[config.mk]
export PLATFORM = sky130hd
export DESIGN_NAME = reg_serial_tx
export DESIGN_NICKNAME = d
export VERILOG_FILES = /design/src/rtl/reg_serial_tx.sv
export SDC_FILE = /design/constraint.sdc
export NUM_CORES = 1
export LEC_CHECK = 0
export CAP_MARGIN = 10
export CORE_ASPECT_RATIO = 1.2
export CORE_MARGIN = 4
export CORE_UTILIZATION = 50
export DETAILED_ROUTE_END_ITERATION = 8
export GPL_ROUTABILITY_DRIVEN = 0
export PLACE_DENSITY = 0.78
export SLEW_MARGIN = 10
export SYNTH_ARGS = -nofsm -noshare
export SYNTH_HDL_FRONTEND = slang
export SYNTH_SLANG_ARGS = --single-unit
[constraint.sdc]
create_clock -name clk -period 3.6 [get_ports clk]
set_clock_uncertainty 0.15 [all_clocks]
set_input_delay 0.72 -clock clk [delete_from_list [all_inputs] [get_ports clk]]
set_output_delay 0.72 -clock clk [all_outputs]
set_load 0.02 [all_outputs]
[src/rtl/reg_serial_tx.sv]
// reg_serial_tx: byte-wide parallel-load register that shifts out as an
// asynchronous serial frame (start, 8 data bits LSB first, stop).
module reg_serial_tx #(
  parameter int CLKS_PER_BIT = 4
) (
  input  logic       clk,
  input  logic       reset,
  input  logic [7:0] tx_data,
  input  logic       tx_valid,
  output logic       tx_ready,
  output logic       tx_out,
  output logic       busy,
  output logic       tx_done
);

  // Divider must hold CLKS_PER_BIT-1; keep at least one bit when N=1.
  localparam int CW = (CLKS_PER_BIT > 1) ? $clog2(CLKS_PER_BIT) : 1;
  localparam logic [CW-1:0] DIV_LAST = CW'(CLKS_PER_BIT - 1);

  localparam logic [1:0] S_IDLE  = 2'd0;
  localparam logic [1:0] S_START = 2'd1;
  localparam logic [1:0] S_DATA  = 2'd2;
  localparam logic [1:0] S_STOP  = 2'd3;

  logic [1:0]    state_q, state_d;
  logic [CW-1:0] div_q, div_d;
  logic [2:0]    idx_q, idx_d;
  logic [7:0]    shift_q, shift_d;
  logic          tx_out_q, tx_out_d;
  logic          tx_done_q, tx_done_d;
  logic          div_term;

  assign div_term = (div_q == DIV_LAST);

  // Next-state: accept in IDLE, otherwise step the bit timer and advance
  // the frame on terminal count. tx_out_d is the line level for the next
  // state so the serial output stays a clean register.
  always_comb begin
    state_d   = state_q;
    div_d     = div_q;
    idx_d     = idx_q;
    shift_d   = shift_q;
    tx_out_d  = tx_out_q;
    tx_done_d = 1'b0;
    case (state_q)
      S_START: begin
        div_d = div_term ? '0 : div_q + 1'b1;
        if (div_term) begin
          state_d  = S_DATA;
          idx_d    = 3'd0;
          tx_out_d = shift_q[0];
        end
      end
      S_DATA: begin
        div_d = div_term ? '0 : div_q + 1'b1;
        if (div_term) begin
          // Exit on index 7 explicitly rather than relying on the 3-bit wrap.
          if (idx_q == 3'd7) begin
            state_d  = S_STOP;
            tx_out_d = 1'b1;
          end else begin
            shift_d  = shift_q >> 1;
            idx_d    = idx_q + 3'd1;
            tx_out_d = shift_q[1];
          end
        end
      end
      S_STOP: begin
        div_d = div_term ? '0 : div_q + 1'b1;
        if (div_term) begin
          state_d   = S_IDLE;
          tx_done_d = 1'b1;
          tx_out_d  = 1'b1;
        end
      end
      default: begin
        tx_out_d = 1'b1;
        if (tx_valid) begin
          state_d  = S_START;
          shift_d  = tx_data;
          div_d    = '0;
          idx_d    = 3'd0;
          tx_out_d = 1'b0;
        end
      end
    endcase
  end

  // State registers; reset abandons any frame and forces the line high.
  always_ff @(posedge clk or posedge reset) begin
    if (reset) begin
      state_q   <= S_IDLE;
      div_q     <= '0;
      idx_q     <= 3'd0;
      shift_q   <= 8'h00;
      tx_out_q  <= 1'b1;
      tx_done_q <= 1'b0;
    end else begin
      state_q   <= state_d;
      div_q     <= div_d;
      idx_q     <= idx_d;
      shift_q   <= shift_d;
      tx_out_q  <= tx_out_d;
      tx_done_q <= tx_done_d;
    end
  end

  assign tx_ready = (state_q == S_IDLE);
  assign busy     = (state_q != S_IDLE);
  assign tx_out   = tx_out_q;
  assign tx_done  = tx_done_q;

endmodule
==> results.md, run 1 <==
- Fraction of registers with async set or reset after synthesis: between 90% and 100%
- DP Wirelength: 1210 µm
- Num ports: 15
- DRT Wirelength: about 1600 µm
- CTS clk-pin slew, worst paths: 0.10 ns
- Final Core Density: 61.9%
- Gr ovfl total: 0
- CTS Sinks: 17
- Starting DRC count in detailed routing: 5
- Post-synth cell types: 29
- Mux cell area share after synthesis: a little under a fifth
- Final Cycle Share: between 70% and 80%
- Worst-case clock buffer depth: 2
- RSZ-0062 raised after global routing: false
- Main combinational cell family by area after synthesis: multiplexers
- Crit-path max FO: 6
- GRT Util Overall: between 10% and 20%
- Post-synth EDFFs: 0
- Synth Area in Adders: roughly 9.0%
- Largest net degree at the start of global routing: 18
- Max Transition Viols Final: 0
- Die Wd: approximately 48 µm
- DRC: 0
- Endpoints failing setup: 0
- Status: complete, no violations
- Post-Layout Inst Area: roughly 1100 µm²
- XOR/XNOR share of the synthesized area: 0%
- WL per Instance: around 14 µm
- CTS Root Cell: clkbuf_4
- Seq/Total Area, Yosys: a little over two fifths
- # fillers: ~160
- Predominant post-synthesis flop cell: dfrtp_1
- H-tree levels: 1
- Clk_lat worst skew: around 0.28 ns
- Std cell rows: 17
- Worst hold slack: about 0.34 ns
- Area Overhead vs Synth: 17.3%
- Vias: about 660
- Crit start category: flop
- Min Tclk post-route: roughly 2.7 ns
- Synth Instances: 81
- Pleak: approximately 0.52 nW
- Ant. Diodes: 0
- Die area: 2730 µm²
- Pwr dens: approximately 850 nW/µm²
- Footprint of the multi-input gates: a little over 500 µm²
- Reg2reg setup slack: around 1.2 ns
- Via density: approximately 5.7
- First-pass GRT wire length: a little under 3000 µm
- Measured slew at the worst slew-check pin: about 0.64 ns
- Worst slew margin: a little under three fifths
- Final Power: between 0.9 and 1 mW
- Compound-cell area share of the yosys netlist: 12.7%
- CP Capture Type: output pin
- Share of post-route cells with drive strength above 1: a little over a quarter
- Vias in the first global route: around 720
- Post-cts resize count: 0
- Setup CP Type: reg2out
- Worst path required time: about 2.7 ns
- Storage cell area: between 400 and 500 µm²
- Core ar.: around 1900 µm²
- Area post-placement: between 1000 and 1500 µm²
- Remaining antenna violation count: 0
- Chip Height: 56.4 µm
- Cts bufs inserted: 3
- YS warnings: 0
- Setup_tns: 0 ns
- Hold buffer count at cts: 0
- Initial antenna violation count: 0
- I/O Buffers: 14
- Post-synthesis register bit count: 17
- Post-CTS setup buffers: 0
- Post-Synth Simple-Gate Area: around an eighth
- Fin. Hold Viols: 0
- Max cap viols: 0
- DRT Pass-1 Iters: 4
- Synth Net Count: between 90 and 100
- Initial Util: 52.7%
- CTS tree: built
- Fmax: about 0.38 GHz
- Synthesized cell area: ~980 µm²
- Worst vdd ir: approximately 0.00053 V
- Hold WC Path Type: reg2reg
- Avg Cell Area, Syn: around 12 µm²
- NumNets Final: ~120
- CP arrival: approximately 1.8 ns
[registers in the layout, summed over array words and instances, names as in the netlist]
register and count:
idx_q 3, shift_q 8, tx_out 1, tx_done 1, state_q 2, div_q 2
[per-stage QoR]
stage | setup slack (ns) | cells
floorplan | 1.66 | 81
global placement | 1.12 | 111
detailed placement | 1.11 | 111
CTS | 0.929 | 115
global route | 0.811 | 115
finish | 0.948 | 115
[layout make-up]
type | count | share of cell area [%]
clock buffers | 4 | 2.30
inverters | 6 | 1.97
multi-input cells | 55 | 44.2
flip-flops and latches | 17 | 37.3
well taps | 19 | 2.08
repair buffers | 14 | 12.2
[cells in the mapped netlist, drive strengths merged, types with 2 or more instances]
cell	number	area share [%]
a22oi	3	2.3
ha	7	9.0
buf	3	2.2
o21ai	5	2.6
nand2b	2	2.1
mux2	15	17
inv	6	2.3
dfrtp	16	41
nor3	2	1.0
nor2	4	1.5
a211oi	2	2.8
nand2	2	0.77
[cells in the final DEF, fill, tap and decap left out, types with 2 or more instances in the layout]
master / count
a22oi_1: 3
nor3_1: 2
inv_1: 6
nor2_1: 4
ha_1: 7
mux2_2: 15
dfrtp_1: 16
nand2_1: 2
clkdlybuf4s50_1: 14
clkbuf_4: 3
o21ai_0: 5
[cells by family after synthesis]
| family | after synthesis |
|---|---|
| AO/OA/AOI/OAI | 16 |
| adder cells (fa/ha/maj) | 7 |
| buffers and inverters | 9 |
| flip-flops | 17 |
| multiplexers | 16 |
| AND/OR/NAND/NOR | 16 |
[path summary, 6_finish.rpt]
kind                                         from                     end  cells past startpoint
setup / recovery           state_q[0]$_DFFE_PP0P_                    busy                      4
hold / removal               idx_q[0]$_DFFE_PP0P_    idx_q[0]$_DFFE_PP0P_                      1
setup reg to reg           state_q[0]$_DFFE_PP0P_  shift_q[2]$_DFFE_PP0P_                      5
hold reg to reg              idx_q[0]$_DFFE_PP0P_    idx_q[0]$_DFFE_PP0P_                      1
max in group asynchronous                   reset  state_q[1]$_DFFE_PP0P_                      2
min in group asynchronous                   reset  shift_q[7]$_DFFE_PP0P_                      2
[routing by layer]
layer  routed length [µm]  track usage [%]  vias up
met5                    0                0        -
li1                     -                -      322
met1                  675             13.8      324
met2                  839             24.1       11
met4                   10             7.51        0
met3                   54             2.92        2
[worst max-delay path: stages (launching register included)]
cell and delay (ns):
dfrtp_1 0.39, inv_1 0.09, ha_1 0.28, inv_1 0.12, clkdlybuf4s50_1 0.61
[power by group]
| group | total, mW | switching (mW) | internal (mW) |
|---|---|---|---|
| Combinational | 0.534 | 0.253 | 0.280 |
| Sequential | 0.342 | 0.0533 | 0.289 |
| Clock | 0.102 | 0.0589 | 0.0430 |
| Total | 0.977 | 0.366 | 0.612 |
No activity file was read; power rests on OpenSTA's default activity.
==> inputs of run 2 (changes only) <==
==> constraint.sdc (replaced) <==
create_clock -name clk -period 2.7 [get_ports clk]
set_clock_uncertainty 0.15 [all_clocks]
set_input_delay 0.54 -clock clk [delete_from_list [all_inputs] [get_ports clk]]
set_output_delay 0.54 -clock clk [all_outputs]
set_load 0.02 [all_outputs]
==> results.md, run 2 (synthesized netlist as in run 1, its figures left out) <==
- Top flop regs: shift_q x8, idx_q x3 (unchanged)
- Post-cts resize count: 0 (unchanged)
- Crit-path max FO: 6 (unchanged)
- I/O Buffers: 14 (unchanged)
- Final Power: 1.32 mW (was 0.977 mW)
- Top reg by flops: shift_q (unchanged)
- Worst path required time: 2.01 ns (was 2.73 ns)
- NumNets Final: 116 (was 115)
- Remaining antenna violation count: 0 (unchanged)
- RSZ-0062 raised after global routing: false (unchanged)
- Initial Util: 52.7% (unchanged)
- Gr ovfl total: 0 (unchanged)
- Pwr dens: 1150 nW/µm² (was 854 nW/µm²)
- Final Cycle Share: 91.3%
- Via density: 5.69 (was 5.73)
- Reg2reg start: state_q[0]$_DFFE_PP0P_ (unchanged)
- Max Transition Viols Final: 0 (unchanged)
- Endpoints failing setup: 0 (unchanged)
- Die area: 2730 µm² (unchanged)
- Crit start category: flop (unchanged)
- CTS Root Cell: clkbuf_4 (unchanged)
- Hold WC Path Type: reg2reg (unchanged)
- Storage cell area: 427 µm² (unchanged)
- Final WS setup: 0.236 ns (was 0.948 ns)
- Setup CP Type: reg2out (unchanged)
- Die Wd: 48.3 µm (unchanged)
- DRT Pass-1 Iters: 4 (unchanged)
- Cts bufs inserted: 3 (unchanged)
- R2R Path End: shift_q[4]$_DFFE_PP0P_ (was shift_q[2]$_DFFE_PP0P_)
- Fin. Hold Viols: 0 (unchanged)
- Area Overhead vs Synth: 18.1% (was 17.3%)
- Std cell rows: 17 (unchanged)
- Measured slew at the worst slew-check pin: 0.653 ns (was 0.640 ns)
- First-pass GRT wire length: 2980 µm (was 2900 µm)
- Min Tclk post-route: around 2.5 ns
- R2R cell count: 5 (unchanged)
- Max cap viols: 0 (unchanged)
- Vias in the first global route: 731 (was 718)
- Setup_tns: 0 ns (unchanged)
- # fillers: 157 (was 163)
- WL per Instance: 14.6 µm (was 13.7 µm)
- Area post-placement: 1130 µm² (was 1120 µm²)
- Vias: 660 (was 659)
- Worst slew margin: 56.4% (was 57.4%)
- Fmax: a little over 0.4 GHz
- Worst vdd ir: 0.000637 V (was 0.000530 V)
- Reg2reg setup slack: 0.56 ns (was 1.24 ns)
- CP arrival: 1.77 ns (was 1.78 ns)
- Worst-case clock buffer depth: 2 (unchanged)
- Num ports: 15 (unchanged)
- CTS clk-pin slew, worst paths: 0.10 ns (about the same)
- Post-CTS setup buffers: 0 (unchanged)
- DP Wirelength: 1310 µm (was 1210 µm)
- Cell count after placement: 112 (was 111)
- Starting DRC count in detailed routing: 23 (was 5)
- CP Capture Type: output pin (unchanged)
- Place WS: 0.373 ns (was 1.11 ns)
- Chip Height: 56.4 µm (unchanged)
- GRT Util Overall: 13.7% (was 13.3%)
- Share of post-route cells with drive strength above 1: 27.8% (was 27.1%)
- Hold Startpoint: idx_q[0]$_DFFE_PP0P_ (unchanged)
- Post-Layout Inst Area: 1150 µm² (was 1140 µm²)
- Clk_lat worst skew: 0.29 ns (was 0.28 ns)
- CTS tree: built (unchanged)
- H-tree levels: 1 (unchanged)
- Core ar.: 1850 µm² (unchanged)
- Commonest non-fill, non-tap cell in the layout: dfrtp_1 (unchanged)
- Worst hold slack: 0.366 ns (was 0.340 ns)
- DRT Wirelength: 1690 µm (was 1580 µm)
- Largest net degree at the start of global routing: 18 (unchanged)
- Final Core Density: 62.3% (was 61.9%)
- Hold buffer count at cts: 0 (unchanged)
- Pleak: 0.525 nW (was 0.520 nW)
- Most frequent cells in the layout: dfrtp_1 (16), mux2_2 (15), clkdlybuf4s50_1 (14), ha_1 (7), inv_1 (6) (unchanged)
- DRC: 0 (unchanged)
- Non-Filler Instances: 116 (was 115)
- Footprint of the multi-input gates: 505 µm² (unchanged)
- Hold worst-path end: idx_q[0]$_DFFE_PP0P_ (unchanged)
- Hold depth: 1 (unchanged)
- Status: complete, no violations (unchanged)
- Initial antenna violation count: 0 (unchanged)
- CTS Sinks: 17 (unchanged)
- Largest register FFs: 8 (unchanged)
- Ant. Diodes: 0 (unchanged)
## run 2: layout make-up
class	count	share of cell area, %
inverters	6	1.95
repair buffers	15	12.8
flip-flops and latches	17	37.0
clock buffers	4	2.28
well taps	19	2.06
multi-input cells	55	43.9
## run 2: layer usage
layer  track usage, %  part of all wire [%]  routed length [µm]
met1             14.6                    41                 701
met4             10.3                  0.59                  10
met5                0                     0                   0
met2             24.3                    54                 921
met3             1.59                   3.5                  59
## run 2: worst max path at each step
stage | start | endpoint | slack, ns | depth (start not counted)
after global routing | state_q[0]$_DFFE_PP0P_ | busy | 0.12 | 4
final | state_q[0]$_DFFE_PP0P_ | busy | 0.24 | 4
after CTS | state_q[0]$_DFFE_PP0P_ | busy | 0.21 | 4
after global placement | tx_valid | shift_q[2]$_DFFE_PP0P_ | 0.40 | 4
after detailed placement | tx_valid | shift_q[4]$_DFFE_PP0P_ | 0.37 | 4
after floorplan | idx_q[0]$_DFFE_PP0P_ | shift_q[0]$_DFFE_PP0P_ | 0.76 | 5
## run 2: worst max-delay path: stages (launching register included)
cell	delay [ns]
dfrtp_1	0.39
inv_1	0.09
ha_1	0.28
inv_1	0.12
clkdlybuf4s50_1	0.61
## run 2: power by group
group          internal, mW  total [mW]  switching (mW)
registers             0.385       0.459          0.0739
clock network        0.0575       0.138          0.0805
logic                 0.381       0.723           0.342
==> inputs of run 3 (changes only) <==
==> constraint.sdc (replaced) <==
create_clock -name clk -period 3.2 [get_ports clk]
set_clock_uncertainty 0.15 [all_clocks]
set_input_delay 0.64 -clock clk [delete_from_list [all_inputs] [get_ports clk]]
set_output_delay 0.64 -clock clk [all_outputs]
set_load 0.02 [all_outputs]
==> results of run 3 <==
The final DEF is identical to that of run 1. Status: complete, no violations.
Main changes from that run: setup slack after placement 1.11 ns -> 0.786 ns; setup slack after layout 0.948 ns -> 0.628 ns; register-to-register setup slack 1.24 ns -> 0.84 ns; total power 0.977 mW -> 1.10 mW; worst IR drop on VDD 0.000530 V -> 0.000597 V
